<file path="src/rtl/sw_arm_sync_ctrl_if.sv">
// Control/status bundle between the software register bridge and sync control.
// Carries the control word, external sync level, regenerated sync and readback status.
interface sw_arm_sync_ctrl_if;
  logic [31:0] ctrl_reg;
  logic        ext_sync;
  logic        sync_out;
  logic        armed;
  logic [31:0] status;

  modport master (
    output ctrl_reg,
    output ext_sync,
    input  sync_out,
    input  armed,
    input  status
  );

  modport slave (
    input  ctrl_reg,
    input  ext_sync,
    output sync_out,
    output armed,
    output status
  );
endinterface

</file>
<file path="src/rtl/sw_arm_sync_ctrl.sv">
// Software arm/force/clear decode and periodic sync regeneration.
// Control edges act two cycles after ctrl_reg changes; status lags state by one.
module sw_arm_sync_ctrl #(
  parameter int unsigned SYNC_PERIOD = 1048576,
  parameter int unsigned PULSE_LEN   = 1
) (
  input  logic              user_clk,
  input  logic              user_rst,
  sw_arm_sync_ctrl_if.slave bus
);

  localparam int unsigned PW =
    (SYNC_PERIOD > 1) ? $clog2(SYNC_PERIOD) : 1;
  localparam int unsigned LW =
    (PULSE_LEN > 1) ? $clog2(PULSE_LEN) : 1;
  localparam logic [PW-1:0] PER_RELOAD =
    PW'(SYNC_PERIOD - 1);
  localparam logic [LW-1:0] LEN_RELOAD =
    LW'(PULSE_LEN - 1);

  typedef enum logic [1:0] {
    IDLE  = 2'd0,
    ARMED = 2'd1,
    RUN   = 2'd2
  } state_e;

  logic [3:0]    ctrl_q;
  logic [3:0]    ctrl_qq;
  logic          ext_q;
  state_e        state_q;
  state_e        state_d;
  logic [PW-1:0] per_q;
  logic [PW-1:0] per_d;
  logic [LW-1:0] len_q;
  logic [LW-1:0] len_d;
  logic          sync_q;
  logic          sync_d;
  logic [7:0]    arm_cnt_q;
  logic [7:0]    arm_cnt_d;
  logic [15:0]   ext_cnt_q;
  logic [15:0]   ext_cnt_d;
  logic          armed_q;
  logic [31:0]   status_q;

  logic [3:0] ctrl_rise;
  logic       dis;
  logic       arm_e;
  logic       frc_e;
  logic       clr_e;
  logic       ext_e;
  logic       start;
  logic       kill;
  logic       arm_inc;
  logic       ctrl_unused;

  assign ctrl_unused = ^bus.ctrl_reg[31:4];

  // Disable is a level; while it is up every other command edge is swallowed.
  always_comb begin
    ctrl_rise = ctrl_q & ~ctrl_qq;
    dis       = ctrl_q[3];
    arm_e     = ctrl_rise[0] & ~dis;
    frc_e     = ctrl_rise[1] & ~dis;
    clr_e     = ctrl_rise[2] & ~dis;
    ext_e     = bus.ext_sync & ~ext_q;
  end

  always_comb begin
    state_d = state_q;
    per_d   = per_q;
    start   = 1'b0;
    kill    = 1'b0;
    arm_inc = 1'b0;
    if (dis) begin
      state_d = IDLE;
      kill    = 1'b1;
    end else if (frc_e) begin
      start   = 1'b1;
      state_d = RUN;
    end else if (arm_e && state_q != ARMED) begin
      state_d = ARMED;
      arm_inc = 1'b1;
    end else begin
      unique case (state_q)
        ARMED: begin
          if (ext_e) begin
            start   = 1'b1;
            state_d = RUN;
          end
        end
        RUN: begin
          if (per_q == '0) begin
            start = 1'b1;
          end else begin
            per_d = per_q - PW'(1);
          end
        end
        default: begin
          state_d = state_q;
        end
      endcase
    end
    if (start) begin
      per_d = PER_RELOAD;
    end
  end

  // A restart during an active pulse just reloads the width count.
  always_comb begin
    sync_d = sync_q;
    len_d  = len_q;
    if (kill) begin
      sync_d = 1'b0;
      len_d  = '0;
    end else if (start) begin
      sync_d = 1'b1;
      len_d  = LEN_RELOAD;
    end else if (len_q != '0) begin
      len_d = len_q - LW'(1);
    end else begin
      sync_d = 1'b0;
    end
  end

  always_comb begin
    arm_cnt_d = arm_cnt_q + {7'd0, arm_inc};
    ext_cnt_d = ext_cnt_q + {15'd0, ext_e};
    if (clr_e) begin
      arm_cnt_d = '0;
      ext_cnt_d = '0;
    end
  end

  always_ff @(posedge user_clk or posedge user_rst) begin
    if (user_rst) begin
      ctrl_q    <= '0;
      ctrl_qq   <= '0;
      ext_q     <= 1'b0;
      state_q   <= IDLE;
      per_q     <= '0;
      len_q     <= '0;
      sync_q    <= 1'b0;
      arm_cnt_q <= '0;
      ext_cnt_q <= '0;
      armed_q   <= 1'b0;
      status_q  <= '0;
    end else begin
      ctrl_q    <= bus.ctrl_reg[3:0];
      ctrl_qq   <= ctrl_q;
      ext_q     <= bus.ext_sync;
      state_q   <= state_d;
      per_q     <= per_d;
      len_q     <= len_d;
      sync_q    <= sync_d;
      arm_cnt_q <= arm_cnt_d;
      ext_cnt_q <= ext_cnt_d;
      armed_q   <= (state_q == ARMED);
      status_q  <= {arm_cnt_q, ext_cnt_q,
                    6'b0, state_q};
    end
  end

  assign bus.sync_out = sync_q;
  assign bus.armed    = armed_q;
  assign bus.status   = status_q;

endmodule

</file>
<file path="src/flat_wrapper.sv">
// flat-port wrapper written by rule: the top's interface ports become plain ports
module sw_arm_sync_ctrl_flat 
#(
  parameter int unsigned SYNC_PERIOD = 1048576,
  parameter int unsigned PULSE_LEN   = 1
)
  (user_clk, user_rst, bus_ctrl_reg, bus_ext_sync, bus_sync_out, bus_armed, bus_status);
  sw_arm_sync_ctrl_if bus_i ();
  input  logic user_clk;
  input  logic user_rst;
  input wire logic [$bits(bus_i.ctrl_reg)-1:0] bus_ctrl_reg;
  input wire logic [$bits(bus_i.ext_sync)-1:0] bus_ext_sync;
  output wire logic [$bits(bus_i.sync_out)-1:0] bus_sync_out;
  output wire logic [$bits(bus_i.armed)-1:0] bus_armed;
  output wire logic [$bits(bus_i.status)-1:0] bus_status;
  assign bus_i.ctrl_reg = bus_ctrl_reg;
  assign bus_i.ext_sync = bus_ext_sync;
  assign bus_sync_out = bus_i.sync_out;
  assign bus_armed = bus_i.armed;
  assign bus_status = bus_i.status;
  sw_arm_sync_ctrl #(.SYNC_PERIOD(SYNC_PERIOD), .PULSE_LEN(PULSE_LEN)) u_core (.user_clk(user_clk), .user_rst(user_rst), .bus(bus_i));
endmodule
</file>
<file path="config.mk">
export PLATFORM = sky130hd
export DESIGN_NAME = sw_arm_sync_ctrl_flat
export DESIGN_NICKNAME = d
export VERILOG_FILES = /design/src/rtl/sw_arm_sync_ctrl_if.sv /design/src/rtl/sw_arm_sync_ctrl.sv /design/src/flat_wrapper.sv
export SDC_FILE = /design/constraint.sdc
export NUM_CORES = 1
export LEC_CHECK = 0
export ABC_CLOCK_PERIOD_IN_PS = 3300
export BUFFER_PORTS_ARGS = -buffer_cell sky130_fd_sc_hd__buf_2
export CAP_MARGIN = 20
export CORE_UTILIZATION = 54
export CTS_BUF_LIST = sky130_fd_sc_hd__clkbuf_2 sky130_fd_sc_hd__clkbuf_4 sky130_fd_sc_hd__clkbuf_8
export CTS_CLUSTER_SIZE = 12
export DETAILED_ROUTE_END_ITERATION = 8
export GPL_TIMING_DRIVEN = 0
export PLACE_DENSITY = 0.75
export RECOVER_POWER = 100
export REMOVE_ABC_BUFFERS = 1
export SYNTH_ARGS = -nofsm -noshare
export SYNTH_HDL_FRONTEND = slang
export SYNTH_SLANG_ARGS = --single-unit
</file>
<file path="constraint.sdc">
create_clock -name user_clk -period 3.3 [get_ports user_clk]
set_input_delay 0.66 -clock user_clk [delete_from_list [all_inputs] [get_ports user_clk]]
set_output_delay 0.66 -clock user_clk [all_outputs]
set_load 0.01 [all_outputs]
</file>
==> results of run 1 <==
[worst register-to-register path, stage by stage, from the launching register on]
cell and delay [ns]:
dfrtp_1 0.43, inv_1 0.10, ha_1 0.14, or4b_2 0.63, nor3_1 0.39, a21o_1 0.72
or3_1 0.20, nand3_1 0.08
[per-stage QoR]
step,std cells,utilization
after global placement,387,0.5955
after floorplan,278,-
after CTS,406,0.6401
after global routing,406,0.6255
after detailed placement,390,0.6063
final,406,0.6255
[power by group]
part | total [W] | switching [W] | internal, W
clock network | 0.000737 | 0.000382 | 0.000355
registers | 0.00112 | 0.0000519 | 0.00107
logic | 0.000149 | 0.0000944 | 0.0000548
total | 0.00201 | 0.000529 | 0.00148
[worst paths after layout]
check | slack, ns | cells after the start | start | endpoint
hold / removal | 0.39 | 0 | u_core.arm_cnt_q[0] | u_core.bus.status[24]
setup / recovery | 0.44 | 7 | u_core.per_q[0] | u_core.per_q[12]
hold reg to reg | 0.39 | 0 | u_core.arm_cnt_q[0] | u_core.bus.status[24]
max in group asynchronous | 0.93 | 3 | user_rst | u_core.per_q[17]
min in group asynchronous | 0.65 | 2 | user_rst | u_core.bus.status[15]
setup reg to reg | 0.44 | 7 | u_core.per_q[0] | u_core.per_q[12]
[cell families (layout without fill, tap and decap cells)]
family	Yosys count	after routing	synth area share
adder cells (fa/ha/maj)	8	8	0.03007
flip-flops	82	82	0.6163
AO/OA/AOI/OAI	34	34	0.06539
AND/OR/NAND/NOR	117	117	0.1977
XOR/XNOR	19	19	0.04998
other	1	6	0.001126
buffers and inverters	28	65	0.03946
[registers in the layout (all words and copies together) (netlist names)]
| name | flops |
|---|---|
| u_core.state_q | 2 |
| u_core.bus.armed | 1 |
| u_core.per_q | 20 |
| u_core.ext_cnt_q | 16 |
| u_core.ctrl_q | 4 |
| u_core.bus.status | 26 |
| u_core.arm_cnt_q | 8 |
| u_core.ext_q | 1 |
| u_core.ctrl_qq | 3 |
| u_core.bus.sync_out | 1 |
[metal layers]
layer	wire length [microns]	vias up	share of wire
met5	0	-	0
met4	124	0	0.020
met3	281	13	0.046
met2	2955	57	0.48
met1	2745	1104	0.45
li1	-	1081	-
[final cells by class]
type                    count  area [sq um]
multi-input cells         184          1165
fillers                   496          2217
inverters                  12         46.29
clock buffers               9         123.9
well taps                  75         93.84
repair buffers             37         146.4
clock inverters             7         76.32
flip-flops and latches     82          2052
[placed cells by master (no fill, tap or decap), types with 8 or more instances in the layout]
cell type and n:
o21ai_0 9, nor2_1 25, ha_1 8, inv_1 11
xnor2_1 10, or4_1 12, a21oi_1 8, clkbuf_8 9
dfrtp_1 82, or3_1 12, xor2_1 9, nand3_1 23
clkbuf_1 31
[synth_stat cells (8+ instances only)]
cell type,count
or4_1,12
xor2_1,9
or3_1,12
o21ai_0,9
dfrtp_1,82
nor2_1,25
a21oi_1,8
nand3_1,23
ha_1,8
xnor2_1,10
inv_1,12
==> impl_metrics.ini, run 1 <==
[yosys]
synth_edf_count = 0
yosysWarnings = 0
yosys_register_bits = 82
ys.flop_type = dfrtp_1
synthTopCellsByArea = dfrtp_1 62%, nand3_1 3.5%, ha_1 3.0%
synth_top_cell_by_area = dfrtp_1
syn_area_sq_um = 3329
syn-instance-count = 289
ys_types = 36
ys_seq_area_frac = 0.6163
synth-async-reset-ratio = 1.000
yosysTopAreaCellShare = 0.6163
syn_avg_cell_area_sq_um = 11.52

[drt]
ant_nets = 0
drc_errors = 0
routed_wl_microns = 6105
wl_per_cell_microns = 15.04
viasPerCell = 5.554
drtIter0Drc = 171
dr.pass1.iters = 4
route.vias.total = 2255

[cells_and_area]
design_area_sq_um = 3704
drive_gt1_frac = 0.07553
n_antenna_cell = 0
finalNetCount = 369
area_growth_pct = 11.24

[worst_setup_path]
cpMaxStageDelayCell = a21o_1
crit_type = reg2reg
timing.critical_path.max_delay_family = simple AND/OR/NAND/NOR gates
path_buf_inv = 1
startpoint_type = flop
worstPathCellList = inv_1 > ha_1 > or4b_2 > nor3_1 > a21o_1 > or3_1 > nand3_1
cpPeakStageDelay_ns = 0.72
critPathCaptureType = flop
arrival_ns = 3.05
crit_fanout = 29
required_ns = 3.49

[cts]
tritoncts = yes
cts.sinks = 82
cts_resized = 0
cts.clk_slew.worst_paths_ns = 0.08
post_cts_buffers = 0
cts_buffers = 9
clockBufferDepth = 2
hold_buffers = 0
clk_latency_ns = 0.36
cts-root-buf = clkbuf_8
cts_max_level = 3

[run]
max-cap-violations = 1

[floorplanning]
coreArea_sq_um = 5921
initial_core_util = 0.5623
dieHeight_microns = 80.52
die-area_sq_um = 6483
rows = 28
die_w_microns = 80.52
top_level_ports = 69

[global_route]
grt_util_met1 = 0.2828
gr-total-overflow = 0
grtUsageMet3 = 0.05455
grt_pass1_vias = 2176
top_usage_layer = met2
grt.total_usage = 0.2167
antenna_found_initial = 0
grt_pass1_wl_microns = 10380
grt_max_degree = 47
grtUsageMet2 = 0.3373

[pwr]
power_w = 0.002010
pwr_density_cell_nw_per_um2 = 542.8
power.leakage_nw = 1.566
peakVddDrop_mv = 0.3421

[timing]
rsz0062_at_grt = no
setup_viol = 0
slew_violations = 38
setup_ws_ns = 0.4433
setup_tns_ns = 0
hold_viol = 0
final.period_utilization = 0.8657
slew-limit-headroom = -0.04306
min_period_ns = 2.857
worst_pin_slew_ns = 1.556
clock_skew_ns = 0.01238
fmaxAchievable_mhz = 350.1
fin_hold_ws_ns = 0.3877

[placed_design]
placed_area_sq_um = 3590
place_ws_ns = 0.4401
dpl.hpwl_microns = 3910
finalWeightedCongestion = 0.7822
io_buffers = 34

[status]
violations = max-capacitance violations, max-slew violations
status = complete, but fails checks

[hold_path]
hold_class = reg2reg
(Power assumes the default switching activity.)
==> run 2, diff against run 1 <==
Settings changed: CTS_BUF_LIST sky130_fd_sc_hd__clkbuf_2 sky130_fd_sc_hd__clkbuf_4 sky130_fd_sc_hd__clkbuf_8 to sky130_fd_sc_hd__clkbuf_16, HOLD_SLACK_MARGIN set to 0.15, MAX_ROUTING_LAYER set to met4.
==> run 2 against run 1 <==
Compared with the run above: the run still ends with max-capacitance violations, max-slew violations left; power up 14%; global-route usage up 0.44 points; critical endpoint is now u_core.per_q[7]; highest routed layer unchanged; clock-buffer cell count unchanged; core utilization up 1.7 points; combinational power about the same.
==> impl_metrics.ini, run 2 (same netlist as run 1, synthesis figures left out) <==
[status]
status = complete, but fails checks
violations = max-capacitance violations, max-slew violations

[timing]
min_period_ns = 2.827
hold_viol = 0
rsz0062_at_grt = no
slew_violations = 38
clock_skew_ns = 0.006199
final.period_utilization = 0.8566
worst_pin_slew_ns = 1.578
setup_viol = 0
slew-limit-headroom = -0.05747
fmaxAchievable_mhz = 353.8

[cts]
cts_resized = 0
cts.clk_slew.worst_paths_ns = 0.06
cts.sinks = 82
clk_latency_ns = 0.33
cts_buffers = 9
tritoncts = yes
post_cts_buffers = 0
cts-root-buf = clkbuf_16
hold_buffers = 0
cts_max_level = 3
clockBufferDepth = 2

[cells_and_area]
finalNetCount = 369
regArea_sq_um = 2052
area_growth_pct = 14.28
final_common_cell = dfrtp_1
largest_reg_flops = 26
n_antenna_cell = 0
drive_gt1_frac = 0.07553
instances_no_fill = 406
fillCellCount = 479
multiInputGateArea_sq_um = 1165
design_area_sq_um = 3805
final_cell_mix = 82 x dfrtp_1, 31 x clkbuf_1, 25 x nor2_1

[drt]
drc_errors = 0
routed_wl_microns = 6247
wl_met2_microns = 2998
wl_met1_microns = 2910
met3WireLength_microns = 232
ant_nets = 0
dr.pass1.iters = 4
wl_per_cell_microns = 15.39
top_layer = met4
viasPerCell = 5.648
route.vias.total = 2293
drtIter0Drc = 140

[floorplanning]
coreArea_sq_um = 5921
top_level_ports = 69
die_w_microns = 80.52
die-area_sq_um = 6483
dieHeight_microns = 80.52
initial_core_util = 0.5623
rows = 28

[placed_design]
place_inst = 390
placed_area_sq_um = 3590
io_buffers = 34
dpl.hpwl_microns = 3910
finalWeightedCongestion = 0.7931

[worst_setup_path]
timing.critical_path.max_delay_family = simple AND/OR/NAND/NOR gates
crit_type = reg2reg
cpMaxStageDelayCell = a21o_1
arrival_ns = 3.00
critPathCaptureType = flop
cpPeakStageDelay_ns = 0.70
required_ns = 3.47
startpoint_type = flop
worstPathCellList = inv_1 > ha_1 > or4b_2 > nor3_1 > a21o_1 > or3_1 > nand3_1
path_buf_inv = 1
crit_fanout = 29

[pwr]
power_switching_w = 0.0005627
pwr_density_cell_nw_per_um2 = 599.9
peakVddDrop_mv = 0.3371
pwr-share-seq = 0.494
sw_frac_of_total = 0.2465
p_int_w = 0.001720
combinationalPowerShare = 0.066
power.leakage_nw = 1.612
clock_power_share = 0.441

[global_route]
grt_pass1_vias = 2177
grt_max_degree = 47
grt_pass1_wl_microns = 10340
gr-total-overflow = 0
antenna_found_initial = 0
grt.total_usage = 0.2211

[run]
max-cap-violations = 1

[hold_path]
hold_class = reg2reg
-- run 2: changes by cell type in the layout (fill, tap and decap cells not counted) --
cell,delta
clkbuf_16,+9
clkbuf_8,-9
-- run 2: final timing paths --
path	endpoint	start	cells past startpoint	slack, ns
setup / recovery	u_core.per_q[7]	u_core.per_q[0]	7	0.47
hold / removal	u_core.ctrl_qq[0]	u_core.ctrl_q[0]	0	0.37
setup reg to reg	u_core.per_q[7]	u_core.per_q[0]	7	0.47
hold reg to reg	u_core.ctrl_qq[0]	u_core.ctrl_q[0]	0	0.37
max in group asynchronous	u_core.per_q[16]	user_rst	3	0.90
min in group asynchronous	u_core.bus.status[15]	user_rst	2	0.69
-- run 2: power groups by stage --
stage	sequential, W	clock (W)	combinational, W
final	0.00113	0.00101	0.000150
after detailed placement	0.00114	0	0.000165
after global placement	0.00114	0	0.000152
after global routing	0.00114	0.00107	0.000173
after floorplan	0.00115	0	0.0000890
after CTS	0.00113	0.00102	0.000168
-- run 2: worst reg2reg max path, cell delays in order (launching register included) --
cell     delay, ns
dfrtp_1       0.43
inv_1         0.10
ha_1          0.14
or4b_2        0.63
nor3_1        0.38
a21o_1        0.70
or3_1         0.21
nand3_1       0.07
-- run 2: final cells by class --
class	count	area share
Tap cell	75	0.02466
Multi-Input combinational cell	184	0.3061
Sequential cell	82	0.5393
Clock buffer	9	0.05919
Inverter	12	0.01217
Timing Repair Buffer	37	0.03847
Clock inverter	7	0.02006
-- run 2: routing by layer --
layer,vias to the layer above,track usage
met1,1149,0.2852
met3,11,0.05455
met5,-,-
li1,1086,-
met4,0,0.09821
met2,47,0.3314
-- run 2: metrics by stage --
stage | hold slack (ns) | utilization | total power, W | setup WS [ns] | TNS [ns]
6_report | 0.3693 | 0.6426 | 0.002283 | 0.4733 | 0
3_5_place_dp | 0.3716 | 0.6063 | 0.001310 | 0.4401 | 0
5_1_grt | 0.3800 | 0.6426 | 0.002377 | 0.2734 | 0
2_1_floorplan | 0.3463 | - | 0.001234 | 0.5316 | 0
4_1_cts | 0.3609 | 0.6572 | 0.002310 | 0.4031 | 0
3_3_place_gp | 0.3536 | 0.5955 | 0.001290 | -0.3706 | -30.11
==> run 3, diff against run 2 <==
Settings changed: CELL_PAD_IN_SITES_DETAIL_PLACEMENT set to 1, CELL_PAD_IN_SITES_GLOBAL_PLACEMENT set to 1, CORE_MARGIN set to 10, CORE_UTILIZATION 54 to 42, PLACE_DENSITY 0.75 to 0.74.
==> run 3 against run 2 <==
Compared with the run above: the run still ends with max-capacitance violations, max-slew violations left; register-to-register slack got worse by 0.11 ns; via count decreased by 0.65%; sequential power about the same; flip-flop and latch count did not move; final area rose by 0.39%; routed wire length is 7.1% higher; setup slack worse by 0.11 ns; clock skew about the same; hold slack improved by 0.019 ns.
==> impl_metrics.ini, run 3 (same netlist as run 1, synthesis figures left out) <==
[status]
status = complete, but fails checks
violations = max-capacitance violations, max-slew violations

[cts]
cts_max_level = 3
cts.sinks = 82
post_cts_buffers = 0
clockBufferDepth = 2
cts_resized = 0
cts.clk_slew.worst_paths_ns = 0.06
cts-root-buf = clkbuf_16
hold_buffers = 0
tritoncts = yes
cts_buffers = 9
clk_latency_ns = 0.33

[cells_and_area]
final_common_cell = dfrtp_1
drive_gt1_frac = 0.06949
instances_no_fill = 433
finalNetCount = 369
final_cell_mix = 82 x dfrtp_1, 31 x clkbuf_1, 25 x nor2_1
n_antenna_cell = 0
area_growth_pct = 14.73
largest_reg_flops = 26

[worst_setup_path]
crit_type = reg2reg
crit_fanout = 29
required_ns = 3.50
reg2reg_from = u_core.per_q[4]
r2r_setup_slack_ns = 0.36
reg2reg_depth = 5
startpoint_type = flop
arrival_ns = 3.14
critPathCaptureType = flop
reg2reg_to = u_core.per_q[8]

[drt]
wl_per_cell_microns = 15.45
dr.pass1.iters = 4
drc_errors = 0
routed_wl_microns = 6689
viasPerCell = 5.261
ant_nets = 0
route.vias.total = 2278
drtIter0Drc = 50

[timing]
setup_viol = 0
worst_pin_slew_ns = 1.569
rsz0062_at_grt = no
min_period_ns = 2.938
clock_skew_ns = 0.006619
setup_ws_ns = 0.3615
hold_viol = 0
final.period_utilization = 0.8904
fmaxAchievable_mhz = 340.3
slew-limit-headroom = -0.04851
slew_violations = 80

[placed_design]
dpl.hpwl_microns = 4585
io_buffers = 34
place_ws_ns = 0.4451
place_inst = 417
finalWeightedCongestion = 0.8020

[global_route]
gr-total-overflow = 0
grt_max_degree = 66
grt_pass1_vias = 2398
antenna_found_initial = 0
grt.total_usage = 0.1271
grt_pass1_wl_microns = 11970

[floorplanning]
initial_core_util = 0.4309
dieHeight_microns = 109.0
rows = 32
die-area_sq_um = 11890
top_level_ports = 69
coreArea_sq_um = 7727
die_w_microns = 109.0

[run]
max-cap-violations = 2

[hold_path]
hold_class = reg2reg
whs_endpoint = u_core.ctrl_qq[0]
min_from = u_core.ctrl_q[0]
hold_depth = 0

[pwr]
peakVddDrop_mv = 0.3020
pwr_density_cell_nw_per_um2 = 576.0
power.leakage_nw = 1.607
## run 3: cell count changes in the layout (fill, tap and decap cells not counted)
cell	change
bufinv_16	-1
buf_8	+1
nor4_1	+1
inv_1	+1
nor4_2	-1
inv_6	+1
clkinv_2	-1
buf_2	-1
## run 3: area by class of cell
cell class                      instances  area, sq um
Fill cell                             861         3908
Sequential cell                        82         2052
Multi-Input combinational cell        184         1159
Clock buffer                            9        225.2
Timing Repair Buffer                   37        156.4
Tap cell                              102        127.6
Clock inverter                          7        53.80
Inverter                               12        46.29
## run 3: how the worst max path moves through the flow
stage                         start                     to  cells after the start
floorplan                  user_rst    u_core.arm_cnt_q[0]                      1
global placement           user_rst  u_core.bus.status[30]                      2
detailed placement  u_core.per_q[1]       u_core.per_q[15]                      7
CTS                 u_core.per_q[1]        u_core.per_q[8]                      7
global route        u_core.per_q[4]        u_core.per_q[8]                      5
finish              u_core.per_q[4]        u_core.per_q[8]                      5
## run 3: layer usage
| metal | GRT usage | vias to the layer above | wire (microns) |
|---|---|---|---|
| met2 | 0.1971 | 38 | 3315 |
| met3 | 0.03304 | 6 | 264 |
| met5 | - | - | 0 |
| li1 | - | 1087 | - |
| met1 | 0.1607 | 1147 | 3041 |
| met4 | 0.03672 | 0 | 68 |
## run 3: where the power goes
group / internal [W] / switching (W)
clock network: 0.000516 / 0.000405
logic: 0.0000552 / 0.0000965
registers: 0.00107 / 0.0000536
## run 3: metrics by stage
stage	hold WS [ns]	util	total power, W	setup TNS [ns]	instance area [sq um]
2_1_floorplan	0.3463	-	0.001234	0	3262
3_3_place_gp	0.3558	0.4607	0.001299	-34.91	3560
3_5_place_dp	0.3756	0.4694	0.001315	0	3627
4_1_cts	0.2795	0.5055	0.002245	0	3906
5_1_grt	0.4108	0.4943	0.002316	0	3820
6_report	0.3879	0.4943	0.002200	0	3820
## run 3: worst max-delay path, cell delays in order (launching register included)
cell	delay (ns)
dfrtp_1	0.42
or4_1	0.60
nor4_1	0.73
a21o_1	0.72
or4_1	0.23
nand3_1	0.09
